==> src/rtl/bus_arbiter_if.sv <==
// Signal bundle for the two-master data-bus arbiter: both master ports plus the Bridge side.
interface bus_arbiter_if;
  localparam int unsigned AW = 32;
  localparam int unsigned DW = 32;
  localparam int unsigned BW = 4;

  logic          m0_req;
  logic [AW-1:0] m0_addr;
  logic [DW-1:0] m0_wdata;
  logic [BW-1:0] m0_byteen;
  logic          m0_gnt;
  logic          m0_rvalid;
  logic [DW-1:0] m0_rdata;

  logic          m1_req;
  logic [AW-1:0] m1_addr;
  logic [DW-1:0] m1_wdata;
  logic [BW-1:0] m1_byteen;
  logic          m1_gnt;
  logic          m1_rvalid;
  logic [DW-1:0] m1_rdata;

  logic          bus_valid;
  logic [AW-1:0] bus_addr;
  logic [DW-1:0] bus_wdata;
  logic [BW-1:0] bus_byteen;
  logic [DW-1:0] bus_rdata;

  // Arbiter view
  modport slave (
    input  m0_req, m0_addr, m0_wdata, m0_byteen,
    output m0_gnt, m0_rvalid, m0_rdata,
    input  m1_req, m1_addr, m1_wdata, m1_byteen,
    output m1_gnt, m1_rvalid, m1_rdata,
    output bus_valid, bus_addr, bus_wdata, bus_byteen,
    input  bus_rdata
  );

  // Environment view (masters and Bridge)
  modport master (
    output m0_req, m0_addr, m0_wdata, m0_byteen,
    input  m0_gnt, m0_rvalid, m0_rdata,
    output m1_req, m1_addr, m1_wdata, m1_byteen,
    input  m1_gnt, m1_rvalid, m1_rdata,
    input  bus_valid, bus_addr, bus_wdata, bus_byteen,
    output bus_rdata
  );
endinterface

==> src/rtl/bus_arbiter.sv <==
// Two-master arbiter for the Bridge data bus: one transaction at a time, LAT bus cycles each.
// Define BUS_ARB_RR_EN for round-robin tie-break; default is fixed priority to M0.
module bus_arbiter #(
  parameter int unsigned LAT   = 1,
  parameter int unsigned CNT_W = 4
) (
  input logic          clk,
  input logic          reset,
  bus_arbiter_if.slave bif
);
  localparam int unsigned AW = 32;
  localparam int unsigned DW = 32;
  localparam int unsigned BW = 4;
  localparam logic        M1 = 1'b1;

  typedef enum logic {IDLE, BUSY} state_t;

  state_t         state, state_nx;
  logic [CNT_W-1:0] cnt, cnt_nx;
  logic           owner, owner_nx;
  logic           valid_q, valid_nx;
  logic [AW-1:0]  addr_q, addr_nx;
  logic [DW-1:0]  wdata_q, wdata_nx;
  logic [BW-1:0]  byteen_q, byteen_nx;
  logic           rvalid0_q, rvalid0_nx;
  logic           rvalid1_q, rvalid1_nx;
  logic [DW-1:0]  rdata0_q, rdata0_nx;
  logic [DW-1:0]  rdata1_q, rdata1_nx;
  logic           gnt0, gnt1;
  logic           pick1;

  // owner also serves as last_owner for the round-robin tie-break
  always_ff @(posedge clk or posedge reset) begin
    if (reset) begin
      state     <= IDLE;
      cnt       <= '0;
      owner     <= M1;
      valid_q   <= 1'b0;
      addr_q    <= '0;
      wdata_q   <= '0;
      byteen_q  <= '0;
      rvalid0_q <= 1'b0;
      rvalid1_q <= 1'b0;
      rdata0_q  <= '0;
      rdata1_q  <= '0;
    end else begin
      state     <= state_nx;
      cnt       <= cnt_nx;
      owner     <= owner_nx;
      valid_q   <= valid_nx;
      addr_q    <= addr_nx;
      wdata_q   <= wdata_nx;
      byteen_q  <= byteen_nx;
      rvalid0_q <= rvalid0_nx;
      rvalid1_q <= rvalid1_nx;
      rdata0_q  <= rdata0_nx;
      rdata1_q  <= rdata1_nx;
    end
  end

  always_comb begin
    state_nx   = state;
    cnt_nx     = cnt;
    owner_nx   = owner;
    valid_nx   = valid_q;
    addr_nx    = addr_q;
    wdata_nx   = wdata_q;
    byteen_nx  = byteen_q;
    rvalid0_nx = 1'b0;
    rvalid1_nx = 1'b0;
    rdata0_nx  = rdata0_q;
    rdata1_nx  = rdata1_q;
    gnt0       = 1'b0;
    gnt1       = 1'b0;

`ifdef BUS_ARB_RR_EN
    pick1 = bif.m1_req && (!bif.m0_req || owner != M1);
`else
    pick1 = bif.m1_req && !bif.m0_req;
`endif

    unique case (state)
      IDLE: begin
        if (!reset) begin
          gnt0 = bif.m0_req && !pick1;
          gnt1 = pick1;
        end
        if (gnt0 || gnt1) begin
          state_nx  = BUSY;
          cnt_nx    = CNT_W'(LAT - 1);
          owner_nx  = gnt1;
          valid_nx  = 1'b1;
          addr_nx   = gnt1 ? bif.m1_addr   : bif.m0_addr;
          wdata_nx  = gnt1 ? bif.m1_wdata  : bif.m0_wdata;
          byteen_nx = gnt1 ? bif.m1_byteen : bif.m0_byteen;
        end
      end
      BUSY: begin
        if (cnt != '0) begin
          cnt_nx = cnt - CNT_W'(1);
        end else begin
          // last bus cycle: hand read data to the owner and release the bus
          state_nx  = IDLE;
          valid_nx  = 1'b0;
          addr_nx   = '0;
          wdata_nx  = '0;
          byteen_nx = '0;
          if (owner == M1) begin
            rdata1_nx  = bif.bus_rdata;
            rvalid1_nx = 1'b1;
          end else begin
            rdata0_nx  = bif.bus_rdata;
            rvalid0_nx = 1'b1;
          end
        end
      end
      default: state_nx = IDLE;
    endcase
  end

  assign bif.m0_gnt     = gnt0;
  assign bif.m1_gnt     = gnt1;
  assign bif.m0_rvalid  = rvalid0_q;
  assign bif.m1_rvalid  = rvalid1_q;
  assign bif.m0_rdata   = rdata0_q;
  assign bif.m1_rdata   = rdata1_q;
  assign bif.bus_valid  = valid_q;
  assign bif.bus_addr   = addr_q;
  assign bif.bus_wdata  = wdata_q;
  assign bif.bus_byteen = byteen_q;
endmodule

==> src/flat_wrapper.sv <==
// flat-port wrapper written by rule: the top's interface ports become plain ports
module bus_arbiter_flat 
#(
  parameter int unsigned LAT   = 1,
  parameter int unsigned CNT_W = 4
)
  (clk, reset, bif_m0_req, bif_m0_addr, bif_m0_wdata, bif_m0_byteen, bif_m0_gnt, bif_m0_rvalid, bif_m0_rdata, bif_m1_req, bif_m1_addr, bif_m1_wdata, bif_m1_byteen, bif_m1_gnt, bif_m1_rvalid, bif_m1_rdata, bif_bus_valid, bif_bus_addr, bif_bus_wdata, bif_bus_byteen, bif_bus_rdata);
  bus_arbiter_if bif_i ();
  input logic clk;
  input logic reset;
  input wire logic [$bits(bif_i.m0_req)-1:0] bif_m0_req;
  input wire logic [$bits(bif_i.m0_addr)-1:0] bif_m0_addr;
  input wire logic [$bits(bif_i.m0_wdata)-1:0] bif_m0_wdata;
  input wire logic [$bits(bif_i.m0_byteen)-1:0] bif_m0_byteen;
  output wire logic [$bits(bif_i.m0_gnt)-1:0] bif_m0_gnt;
  output wire logic [$bits(bif_i.m0_rvalid)-1:0] bif_m0_rvalid;
  output wire logic [$bits(bif_i.m0_rdata)-1:0] bif_m0_rdata;
  input wire logic [$bits(bif_i.m1_req)-1:0] bif_m1_req;
  input wire logic [$bits(bif_i.m1_addr)-1:0] bif_m1_addr;
  input wire logic [$bits(bif_i.m1_wdata)-1:0] bif_m1_wdata;
  input wire logic [$bits(bif_i.m1_byteen)-1:0] bif_m1_byteen;
  output wire logic [$bits(bif_i.m1_gnt)-1:0] bif_m1_gnt;
  output wire logic [$bits(bif_i.m1_rvalid)-1:0] bif_m1_rvalid;
  output wire logic [$bits(bif_i.m1_rdata)-1:0] bif_m1_rdata;
  output wire logic [$bits(bif_i.bus_valid)-1:0] bif_bus_valid;
  output wire logic [$bits(bif_i.bus_addr)-1:0] bif_bus_addr;
  output wire logic [$bits(bif_i.bus_wdata)-1:0] bif_bus_wdata;
  output wire logic [$bits(bif_i.bus_byteen)-1:0] bif_bus_byteen;
  input wire logic [$bits(bif_i.bus_rdata)-1:0] bif_bus_rdata;
  assign bif_i.m0_req = bif_m0_req;
  assign bif_i.m0_addr = bif_m0_addr;
  assign bif_i.m0_wdata = bif_m0_wdata;
  assign bif_i.m0_byteen = bif_m0_byteen;
  assign bif_m0_gnt = bif_i.m0_gnt;
  assign bif_m0_rvalid = bif_i.m0_rvalid;
  assign bif_m0_rdata = bif_i.m0_rdata;
  assign bif_i.m1_req = bif_m1_req;
  assign bif_i.m1_addr = bif_m1_addr;
  assign bif_i.m1_wdata = bif_m1_wdata;
  assign bif_i.m1_byteen = bif_m1_byteen;
  assign bif_m1_gnt = bif_i.m1_gnt;
  assign bif_m1_rvalid = bif_i.m1_rvalid;
  assign bif_m1_rdata = bif_i.m1_rdata;
  assign bif_bus_valid = bif_i.bus_valid;
  assign bif_bus_addr = bif_i.bus_addr;
  assign bif_bus_wdata = bif_i.bus_wdata;
  assign bif_bus_byteen = bif_i.bus_byteen;
  assign bif_i.bus_rdata = bif_bus_rdata;
  bus_arbiter #(.LAT(LAT), .CNT_W(CNT_W)) u_core (.clk(clk), .reset(reset), .bif(bif_i));
endmodule
==> config.mk <==
export PLATFORM = sky130hd
export DESIGN_NAME = bus_arbiter_flat
export DESIGN_NICKNAME = d
export VERILOG_FILES = /design/src/rtl/bus_arbiter_if.sv /design/src/rtl/bus_arbiter.sv /design/src/flat_wrapper.sv
export SDC_FILE = /design/constraint.sdc
export NUM_CORES = 1
export LEC_CHECK = 0
export CORE_AREA = 2 2 121 123
export CTS_BUF_LIST = sky130_fd_sc_hd__clkbuf_8
export CTS_CLUSTER_DIAMETER = 30
export CTS_CLUSTER_SIZE = 20
export DETAILED_ROUTE_END_ITERATION = 10
export DIE_AREA = 0 0 123 125
export DONT_BUFFER_PORTS = 1
export GPL_TIMING_DRIVEN = 0
export PLACE_DENSITY = 0.58
export SETUP_SLACK_MARGIN = 0.3
export SKIP_LAST_GASP = 1
export SLEW_MARGIN = 40
export SYNTH_ARGS = -nofsm -noshare
export SYNTH_HDL_FRONTEND = slang
export SYNTH_SLANG_ARGS = --single-unit
==> constraint.sdc <==
create_clock -name clk -period 16.8 [get_ports clk]
set_input_delay 5.04 -clock clk [delete_from_list [all_inputs] [get_ports clk]]
set_output_delay 5.04 -clock clk [all_outputs]
set_load 0.05 [all_outputs]
==> flow_metrics.env <==
export IMPL_max_clock_freq_mhz=86.19
export IMPL_fin_crit_sh=0.6907
export IMPL_num_vias=4399
export IMPL_whs_endpoint="u_core.cnt[0]"
export IMPL_worst_path_max_fanout=10
export IMPL_placement_cell_area_mm2=0.006454
export IMPL_regArea_mm2=0.003530
export IMPL_yosys_most_used_dff="dfrtp_1"
export IMPL_wl_met3_um=2219
export IMPL_hpwl_um=12940
export IMPL_yosys_register_bits=141
export IMPL_portBuffers=0
export IMPL_status="finished, final reports clean"
export IMPL_cp_end_kind="output pin"
export IMPL_syn_area_mm2=0.006156
export IMPL_cts_max_level=4
export IMPL_die_w_um=123
export IMPL_clk_path_buf_depth=2
export IMPL_ff2ff_path_depth=6
export IMPL_drv_slew=0
export IMPL_final_nets=756
export IMPL_cts_setup_buffers=0
export IMPL_grt_overflow_total=0
export IMPL_clk_pin_slew_worst_paths_ps=70
export IMPL_hp_class="flip-flop to flip-flop"
export IMPL_tritoncts="done"
export IMPL_gp_congestion=0.8704
export IMPL_cts_root_buf="clkbuf_8"
export IMPL_antenna_found_initial=0
export IMPL_m1WireLength_um=6067
export IMPL_final_util=0.4795
export IMPL_drt_first_pass_iters=4
export IMPL_final_cells=779
export IMPL_drc=0
export IMPL_setup_viol=0
export IMPL_grt_total_usage=0.2200
export IMPL_r2r_slack_ps=14820
export IMPL_n_fill_cell=1302
export IMPL_worstSkewPairLatency_ps=450
export IMPL_synth_nets=735
export IMPL_critical_path_class="primary input to output pin"
export IMPL_drt_iter0_markers=249
export IMPL_p_leak_nw=3.086
export IMPL_numPlacedInstances=747
export IMPL_max_slew_margin=0.5914
export IMPL_crit_required_ps=11760
export IMPL_route_met2_wl_um=8446
export IMPL_ctsResizeCount=0
export IMPL_antennaDiodeCount=0
export IMPL_drive_above_1_share=0.1714
export IMPL_min_period_ps=11600
export IMPL_r2r_start="u_core.cnt[0]"
export IMPL_critPathArrivalTime_ps=6560
export IMPL_route_top_layer_used="met4"
export IMPL_crit_path_start_kind="primary input"
export IMPL_cts_sinks=141
export IMPL_synth_edff_count=0
export IMPL_fin_area_mm2=0.006810
export IMPL_wl_um=16950
export IMPL_ctsHoldBuffers=0
export IMPL_r2r_end="u_core.bif.m1_rdata[7]"
export IMPL_syn_to_final_growth_pct=10.63
export IMPL_multiInputGateArea_mm2=0.002385
export IMPL_grt_pass1_wl_um=25540
export IMPL_yosys_warnings=0
export IMPL_numCtsBuffers=17
export IMPL_hold_viol_final=0
export IMPL_clock_skew_ps=14.14
export IMPL_ios=309
export IMPL_tightest_slew_ps=612.8
export IMPL_ys_types=27
export IMPL_synth_cells=561
export IMPL_rsz0062_at_grt="no"
export IMPL_grt_max_degree=53
export IMPL_hold_depth=1
export IMPL_die_area_mm2=0.01538
export IMPL_async_reset_ff_frac=1.000
export IMPL_maxCapViolations=0
export IMPL_fin_tns_setup_ps=0
export IMPL_peakVddDrop_uv=52.92
export IMPL_avgSynthCellArea_um2=10.97
export IMPL_hp_start="u_core.cnt[0]"
export IMPL_initial_core_util=0.4334
export IMPL_synth_yosys_seq_area_share=0.5734
export IMPL_final_cell_mix="nand2_1, dfrtp_1, o21ai_0"
export IMPL_wire_per_inst_um=21.75
export IMPL_p_per_area_mw_per_mm2=160.5
export IMPL_fp_dieH_um=125
export IMPL_core_mm2=0.01420
export IMPL_ant_nets=0
export IMPL_vias_per_cell=5.647
export IMPL_grt_pass1_vias=4520
export IMPL_rows=44
cells by family (layout without fill, tap and decap cells):
group / Yosys count / in the layout / share of synthesized area
buffers and inverters: 51 / 85 / 0.04004
multiplexers: 66 / 66 / 0.1203
adder cells (fa/ha/maj): 2 / 2 / 0.004064
AO/OA/AOI/OAI: 147 / 147 / 0.1626
flip-flops: 141 / 141 / 0.5734
AND/OR/NAND/NOR: 154 / 154 / 0.09959
layer usage:
| layer | track usage | vias up |
|---|---|---|
| met1 | 0.2467 | 2157 |
| met2 | 0.3676 | 233 |
| met5 | 0 | - |
| met3 | 0.1063 | 15 |
| li1 | - | 1994 |
| met4 | 0.06818 | 0 |
worst max-delay path, cell delays in order:
cell and delay (ps):
clkbuf_1 460, clkbuf_1 450, nand2_1 120, nor2_2 480
power by group:
| part | total (mW) | switching, mW | internal, mW |
|---|---|---|---|
| clock | 0.249 | 0.133 | 0.116 |
| combinational | 0.123 | 0.0580 | 0.0652 |
| sequential | 0.721 | 0.315 | 0.406 |
flip-flops by register name, summed over array words and instances (netlist names):
register,cells
u_core.bif.bus_valid,1
u_core.bif.bus_wdata,32
u_core.bif.m0_rvalid,1
u_core.state,1
u_core.bif.bus_byteen,4
u_core.bif.bus_addr,32
u_core.cnt,4
u_core.bif.m1_rdata,32
u_core.owner,1
u_core.bif.m0_rdata,32
u_core.bif.m1_rvalid,1
final cells by class:
cell class                      instances  share of cell area
Clock inverter                         15             0.01800
Buffer                                 46             0.03344
Clock buffer                           17             0.03436
Timing Repair Buffer                    2            0.008084
Tap cell                              184             0.03380
Multi-Input combinational cell        369              0.3502
Sequential cell                       141              0.5183
Inverter                                5            0.003858
through the flow:
step	power (mW)	hold WS, ps	worst slack, ps
2_1_floorplan	0.8071	462.4	5395
3_5_place_dp	0.8563	499.7	5148
4_1_cts	1.105	512.2	5143
3_3_place_gp	0.8463	486.5	4737
6_report	1.093	512.3	5197
5_1_grt	1.142	536.0	5141
cells in the mapped netlist, types with 2 or more instances:
master / instances / area [um2]
a22o_1: 68 / 595.6
ha_1: 2 / 25.02
buf_2: 11 / 55.05
o21ai_0: 75 / 375.4
o211ai_1: 2 / 15.01
mux2i_1: 2 / 20.02
nand2_1: 140 / 525.5
buf_4: 3 / 22.52
nor2_1: 4 / 15.01
nand2b_1: 2 / 12.51
inv_1: 5 / 18.77
buf_6: 4 / 45.04
mux2_1: 18 / 202.7
clkbuf_1: 28 / 105.1
dfrtp_1: 140 / 3503
mux2_2: 46 / 518.0
worst max-delay path by stage:
stage                     from         end  slack (ps)  cells after the start
floorplan                reset  bif_m1_gnt        5400                      4
global placement         reset  bif_m1_gnt        4740                      4
detailed placement  bif_m1_req  bif_m1_gnt        5150                      4
CTS                 bif_m1_req  bif_m1_gnt        5140                      4
global route        bif_m1_req  bif_m1_gnt        5140                      4
finish              bif_m1_req  bif_m1_gnt        5200                      4
Power figures use the tool's default switching activity.
